## config.mk

```make
export PLATFORM = sky130hd
export DESIGN_NAME = satacc_block
export DESIGN_NICKNAME = d
export VERILOG_FILES = /design/src/rtl/satacc_block.sv
export SDC_FILE = /design/constraint.sdc
export NUM_CORES = 1
export LEC_CHECK = 0
export CORE_UTILIZATION = 25
export CTS_BUF_LIST = sky130_fd_sc_hd__clkbuf_16
export DETAILED_ROUTE_END_ITERATION = 10
export PLACE_DENSITY = 0.5
export SLEW_MARGIN = 20
export SYNTH_ARGS = -nofsm -noshare
export SYNTH_HDL_FRONTEND = slang
export SYNTH_SLANG_ARGS = --single-unit
```

## constraint.sdc

```tcl
create_clock -name clk -period 3.1 [get_ports clk]
set_clock_uncertainty 0.1 [all_clocks]
set_input_delay 0.62 -clock clk [delete_from_list [all_inputs] [get_ports clk]]
set_output_delay 0.62 -clock clk [all_outputs]
set_load 0.02 [all_outputs]
```

## src/rtl/satacc_block.sv

```systemverilog
// satacc_block: accumulates LEN valid samples with per-block latched saturating/wrapping add mode
module satacc_block #(
  parameter int WIDTH = 12,
  parameter int LEN = 16
) (
  input  logic             clk,
  input  logic             rst_n,
  input  logic [1:0]       mode,
  input  logic             in_valid,
  input  logic [WIDTH-1:0] in_data,
  input  logic             clear,
  output logic             out_valid,
  output logic [WIDTH-1:0] out_data,
  output logic             out_sat
);
  localparam int CW = LEN > 1 ? $clog2(LEN) : 1;
  logic [WIDTH-1:0] acc, r, res;
  logic [WIDTH:0] s;
  logic [CW-1:0] cnt;
  logic [1:0] mode_q, m;
  logic sticky, c, v, ev, last;
  always_comb begin
    m = cnt == '0 ? mode : mode_q;
    s = {1'b0, acc} + {1'b0, in_data};
    r = s[WIDTH-1:0];
    c = s[WIDTH];
    v = (acc[WIDTH-1] == in_data[WIDTH-1]) && (r[WIDTH-1] != acc[WIDTH-1]);
    res = m == 2'b00 ? (c ? '1 : r) :
          m == 2'b01 ? (v ? {acc[WIDTH-1], {(WIDTH-1){~acc[WIDTH-1]}}} : r) : r;
    ev = m == 2'b00 ? c : m == 2'b01 ? v : 1'b0;
    last = cnt == CW'(LEN - 1);
  end
  always_ff @(posedge clk) begin
    if (!rst_n) begin
      acc <= '0;
      cnt <= '0;
      mode_q <= '0;
      sticky <= 1'b0;
      out_valid <= 1'b0;
      out_data <= '0;
      out_sat <= 1'b0;
    end else if (clear) begin
      acc <= '0;
      cnt <= '0;
      sticky <= 1'b0;
      out_valid <= 1'b0;
    end else begin
      out_valid <= 1'b0;
      if (in_valid) begin
        if (cnt == '0) mode_q <= mode;
        if (last) begin
          out_data <= res;
          out_sat <= sticky | ev;
          out_valid <= 1'b1;
          acc <= '0;
          cnt <= '0;
          sticky <= 1'b0;
        end else begin
          acc <= res;
          cnt <= cnt + 1'b1;
          sticky <= sticky | ev;
        end
      end
    end
  end
endmodule

```

# Word level (Yosys, flattened, before mapping)
# Index checks and enable logic that the tools add are counted.
[op_classes]
bitwise = 5
reduce_logical = 7
n_eq_ne = 4
add_sub_neg = 2
muxes = 11
[ops]
columns = ["cell", "count"]
rows = [
  ["2-to-1 mux 12 bit", 5],
  ["adder 12 x 12 -> 13 bit", 1],
  ["adder 4 x 1 -> 4 bit, second input constant", 1],
  ["equality test 4 bit, second input constant", 1],
  ["logical NOT 4 bit", 1],
  ["2-to-1 mux 1 bit", 4],
  ["2-to-1 mux 4 bit", 1],
  ["inverter 1 bit", 4],
  ["AND reduction 3 bit", 1],
  ["OR reduction 3 bit", 1],
  ["equality test 2 x 1 -> 1 bit, second input constant", 1],
  ["logical NOT 2 bit", 1],
  ["2-to-1 mux 2 bit", 1],
  ["AND reduction 2 bit", 1],
  ["OR reduction 2 bit", 1],
  ["equality test 1 bit", 1],
  ["logical AND 1 bit", 1],
  ["inequality test 1 bit", 1],
  ["bitwise OR 1 bit", 1],
]
[totals]
in_bits = 18
regBits = 33
wordCells = 36

# Longest topological paths before layout
# Gate-level depths: netlist (run 1).
[logic_depth]
depth_word = 7
ltp_mapped = 11
mapped_depth_nobuf = 10

# Worst setup path after synthesis (run 1)
# OpenSTA, ideal clock, no wires.
[synth_timing]
kind = "input to register"
from = "input in_data[0]"
to = "register acc[10]"
setup_time_ns = 0.117
path_stages = 11
t_arrival_ns = 2.436
slack_ns = 0.447
cell_sequence = "ha_1 -> inv_1 -> fa_1 -> nor2b_1 -> o31ai_1 -> a21oi_1 -> o41ai_2 -> nand2b_1 -> buf_4 -> o21bai_1 -> a22o_1"
[synth_between]
elab_chain_len = 7
[synth_lines]
columns = ["element", "line_no", "rtl"]
rows = [
  ["start, declared", "10", "input logic [WIDTH-1:0] in_data,"],
  ["adder 12 x 12 -> 13 bit (*)", "24", "s = {1'b0, acc} + {1'b0, in_data};"],
  ["inequality test 1 bit", "27", "v = (acc[WIDTH-1] == in_data[WIDTH-1]) && (r[WIDTH-1] != acc[WIDTH-1]);"],
  ["logical AND 1 bit", "27", ""],
  ["2-to-1 mux 12 bit (2 in series)", "29", "m == 2'b01 ? (v ? {acc[WIDTH-1], {(WIDTH-1){~acc[WIDTH-1]}}} : r) : r;"],
  ["2-to-1 mux 12 bit (*)", "28", "res = m == 2'b00 ? (c ? '1 : r) :"],
  ["2-to-1 mux 12 bit (*)", "51", "if (last) begin"],
  ["end signal, assigned", "59", "acc <= res;"],
  ["end, declared", "17", "logic [WIDTH-1:0] acc, r, res;"],
]
# Mark *: on every way between the ends. The rest lies on a longest branch, timed or not.
# A chain may end at the register's enable or synchronous reset.

# Worst setup path after layout (run 1)
[layout_timing]
from = "input in_data[1]"
to = "register acc[0]"
# Same word-level chain as after synthesis.

==> results.sh, run 1 <==
export IMPL_finalCritPeriodShare=0.949
export IMPL_cp_required_ps=3170
export IMPL_drt_pass1_iter_count=4
export IMPL_ys_seq_elements=33
export IMPL_critPathMaxStageDelay_ps=420
export IMPL_finalMaxSlewViolations=0
export IMPL_antenna_found_initial=0
export IMPL_finalWeightedCongestion=0.777
export IMPL_vias_per_cell=4.64
export IMPL_synth_ff_type="dfxtp_1"
export IMPL_syn_num_nets=254
export IMPL_p_clk_frac=0.468
export IMPL_cp_cell_sequence="clkdlybuf4s50_1 > ha_1 > a211oi_4 > nor4b_2 > o311ai_4 > buf_4 > nand4_1 > buf_4 > and2_4 > o21ai_1 > nand2_1"
export IMPL_cts_buffer_depth=2
export IMPL_critPathKind="in -> reg"
export IMPL_worst_path_max_fanout=4
export IMPL_placed_area_um2=2510
export IMPL_fin_nets=312
export IMPL_initial_core_util=0.262
export IMPL_ys_types=42
export IMPL_critical_path_slowest_cell="clkdlybuf4s50_1"
export IMPL_setup_viol=0
export IMPL_drc_errors=0
export IMPL_stdcell_area_um2=2740
export IMPL_r2r_cells=9
export IMPL_hpwl_um=3920
export IMPL_avgRoutedWirePerCell_um=13.6
export IMPL_cts_clk_slew_worst_paths_ps=50
export IMPL_maxCapViolCount=0
export IMPL_r2r_start="acc[2]$_SDFFE_PP0P_"
export IMPL_clkSinkCount=33
export IMPL_endpoint_kind="register"
export IMPL_grt_max_degree=17
export IMPL_p_sw_uw=305
export IMPL_die_w_um=89.6
export IMPL_cts_tree="built"
export IMPL_area_growth_pct=42.6
export IMPL_die_area_um2=8030
export IMPL_hp_class="reg -> reg"
export IMPL_yosys_warnings=0
export IMPL_relSlewSlack=0.616
export IMPL_synthArstFlopShare=0
export IMPL_swShare=0.250
export IMPL_cts_buffers=5
export IMPL_timing_fmax_mhz=340
export IMPL_synthesis_area_um2=1920
export IMPL_gr_total_overflow=0
export IMPL_path_delay_family="buffers and inverters"
export IMPL_core_rowCount=31
export IMPL_port_buffers=31
export IMPL_r2r_setup_slack_ps=610
export IMPL_leakage_uw=0.00110
export IMPL_status="finished clean"
export IMPL_min_period_ps=2940
export IMPL_core_area_um2=7330
export IMPL_grt_setup_unrepaired="false"
export IMPL_postRouteAntennaNets=0
export IMPL_synth_enable_flop_cells=0
export IMPL_cts_root_buf="clkbuf_16"
export IMPL_clk_latency_ps=280
export IMPL_synthCells=221
export IMPL_track_usage=0.138
export IMPL_worst_path_most_repeated_cell="buf_4"
export IMPL_cellPowerDensity_nw_per_um2=446
export IMPL_ctsHoldBuffers=0
export IMPL_syn_avg_cell_area_um2=8.68
export IMPL_die_h_um=89.6
export IMPL_htreeDepth=2
export IMPL_startpoint="in_data[1]"
export IMPL_grt_pass1_wl_um=8300
export IMPL_comb_power_share=0.169
export IMPL_r2r_end="acc[10]$_SDFFE_PP0P_"
export IMPL_power_share_sequential=0.362
export IMPL_peakVddDrop_v=0.000181
export IMPL_antenna_cells=0
export IMPL_grt_pass1_vias=1672
export IMPL_ioPinCount=32
export IMPL_cp_arrival_ps=3010
export IMPL_tightest_slew_ps=574
export IMPL_startpoint_type="input port"
export IMPL_drtIter0Drc=94
export IMPL_cp_buffers_inverters=3
export IMPL_p_int_uw=916
export IMPL_final_hold_violation_count=0
export IMPL_worstSetupPathDepth=11
export IMPL_setup_worst_path_end="acc[0]$_SDFFE_PP0P_"
export IMPL_ys_seq_area_frac=0.344
export IMPL_num_vias=1757
export IMPL_layout_drive_gt1_share=0.193
export IMPL_finalSetupTns_ps=0
export IMPL_wirelength_um=5160
[flip-flops by register name, summed over array words and instances (netlist names)]
register,count
mode_q,2
out_valid,1
out_sat,1
out_data,12
acc,12
cnt,4
sticky,1
[layout by cell type (no fill, tap or decap), drive strengths merged, types with 6 or more instances in the layout]
cell type / Yosys / final
dfxtp: 33 / 33
nor2: 17 / 17
nand2: 21 / 21
inv: 6 / 6
buf: 2 / 28
a21oi: 23 / 23
clkdlybuf4s50: 0 / 31
o21ai: 25 / 25
nor2b: 6 / 6
nor3: 6 / 6
ha: 14 / 14
xnor2: 8 / 8
[cell usage after synthesis, types with 3 or more instances]
cell type	count	area, um^2
a21oi_1	23	115
nor2_1	17	63.8
o21ai_0	18	90.1
nor2b_1	6	37.5
o21ai_1	7	35.0
nor3_1	6	30.0
nand2b_1	4	25.0
ha_1	14	175
inv_1	6	22.5
o221a_2	5	56.3
mux2i_1	5	50.1
dfxtp_1	33	661
clkbuf_1	6	22.5
xnor2_1	8	70.1
nor3b_1	3	22.5
and2_1	5	31.3
nand2_1	21	78.8
[cells by family after synthesis]
group	synth area share
buffers and inverters	0.0300
XOR/XNOR	0.0456
AND/OR/NAND/NOR	0.191
adder cells (fa/ha/maj)	0.102
multiplexers	0.0261
AO/OA/AOI/OAI	0.261
flip-flops	0.344
[through the flow]
stage | hold slack [ps] | setup slack (ps) | util | instances | total power (uW)
final | 342 | 158 | 0.373 | 379 | 1220
after global routing | 377 | 17.4 | 0.373 | 379 | 1270
after CTS | 344 | 30.9 | 0.367 | 378 | 1230
after detailed placement | 337 | -333 | 0.343 | 369 | 650
after global placement | 333 | -354 | 0.343 | 369 | 652
after floorplan | 320 | 447 | - | 221 | 566
[worst min-delay path by stage]
stage | slack [ps] | startpoint | endpoint | cells after the start
after floorplan | 320 | acc[0]$_SDFFE_PP0P_ | acc[0]$_SDFFE_PP0P_ | 2
after global placement | 330 | acc[0]$_SDFFE_PP0P_ | acc[0]$_SDFFE_PP0P_ | 2
after detailed placement | 340 | acc[0]$_SDFFE_PP0P_ | acc[0]$_SDFFE_PP0P_ | 2
after CTS | 340 | acc[0]$_SDFFE_PP0P_ | acc[0]$_SDFFE_PP0P_ | 2
after global routing | 380 | acc[4]$_SDFFE_PP0P_ | acc[4]$_SDFFE_PP0P_ | 2
final | 340 | acc[0]$_SDFFE_PP0P_ | acc[0]$_SDFFE_PP0P_ | 2
[power by group through the flow]
| stage | Clock, uW | Combinational (uW) | Sequential [uW] |
|---|---|---|---|
| finish | 572 | 206 | 443 |
| CTS | 584 | 200 | 443 |
| global placement | 0 | 200 | 452 |
| global route | 601 | 228 | 444 |
| detailed placement | 0 | 198 | 452 |
| floorplan | 0 | 118 | 449 |
[layout make-up]
| type | count | area [um^2] |
|---|---|---|
| clock inverters | 3 | 46.3 |
| multi-input cells | 174 | 1240 |
| repair buffers | 59 | 520 |
| inverters | 6 | 22.5 |
| fillers | 749 | 4590 |
| flip-flops and latches | 33 | 661 |
| well taps | 99 | 124 |
| clock buffers | 5 | 125 |
[layer usage]
layer | routed length [um] | up-vias | GRT usage
met1 | 2700 | 801 | 0.201
met5 | 0 | - | 0
met3 | 191 | 4 | 0.0256
met2 | 2210 | 30 | 0.204
met4 | 52 | 0 | 0.0433
li1 | - | 922 | -
[worst min-delay path: stages, from the launching register on]
cell	delay, ps
dfxtp_1	310
nand2_1	50
nand2_1	40
[timing repair]
action                                  CTS  global route
endpoints found under the setup margin    3            14
buffers inserted                          1             1
resized for setup                         0            10
hold endpoints to repair                  0             0
pin swaps                                 1             6
Power figures use the tool's default switching activity.
==> inputs of run 2 (changes only) <==
--- a/config.mk
+++ b/config.mk
@@ -8,6 +8,7 @@
 export CORE_UTILIZATION = 25
 export CTS_BUF_LIST = sky130_fd_sc_hd__clkbuf_16
 export DETAILED_ROUTE_END_ITERATION = 10
+export HOLD_SLACK_MARGIN = 0.03
 export PLACE_DENSITY = 0.5
 export SLEW_MARGIN = 20
 export SYNTH_ARGS = -nofsm -noshare
==> results of run 2 <==
No change in the layout: final DEF, timing and power equal those of run 1.
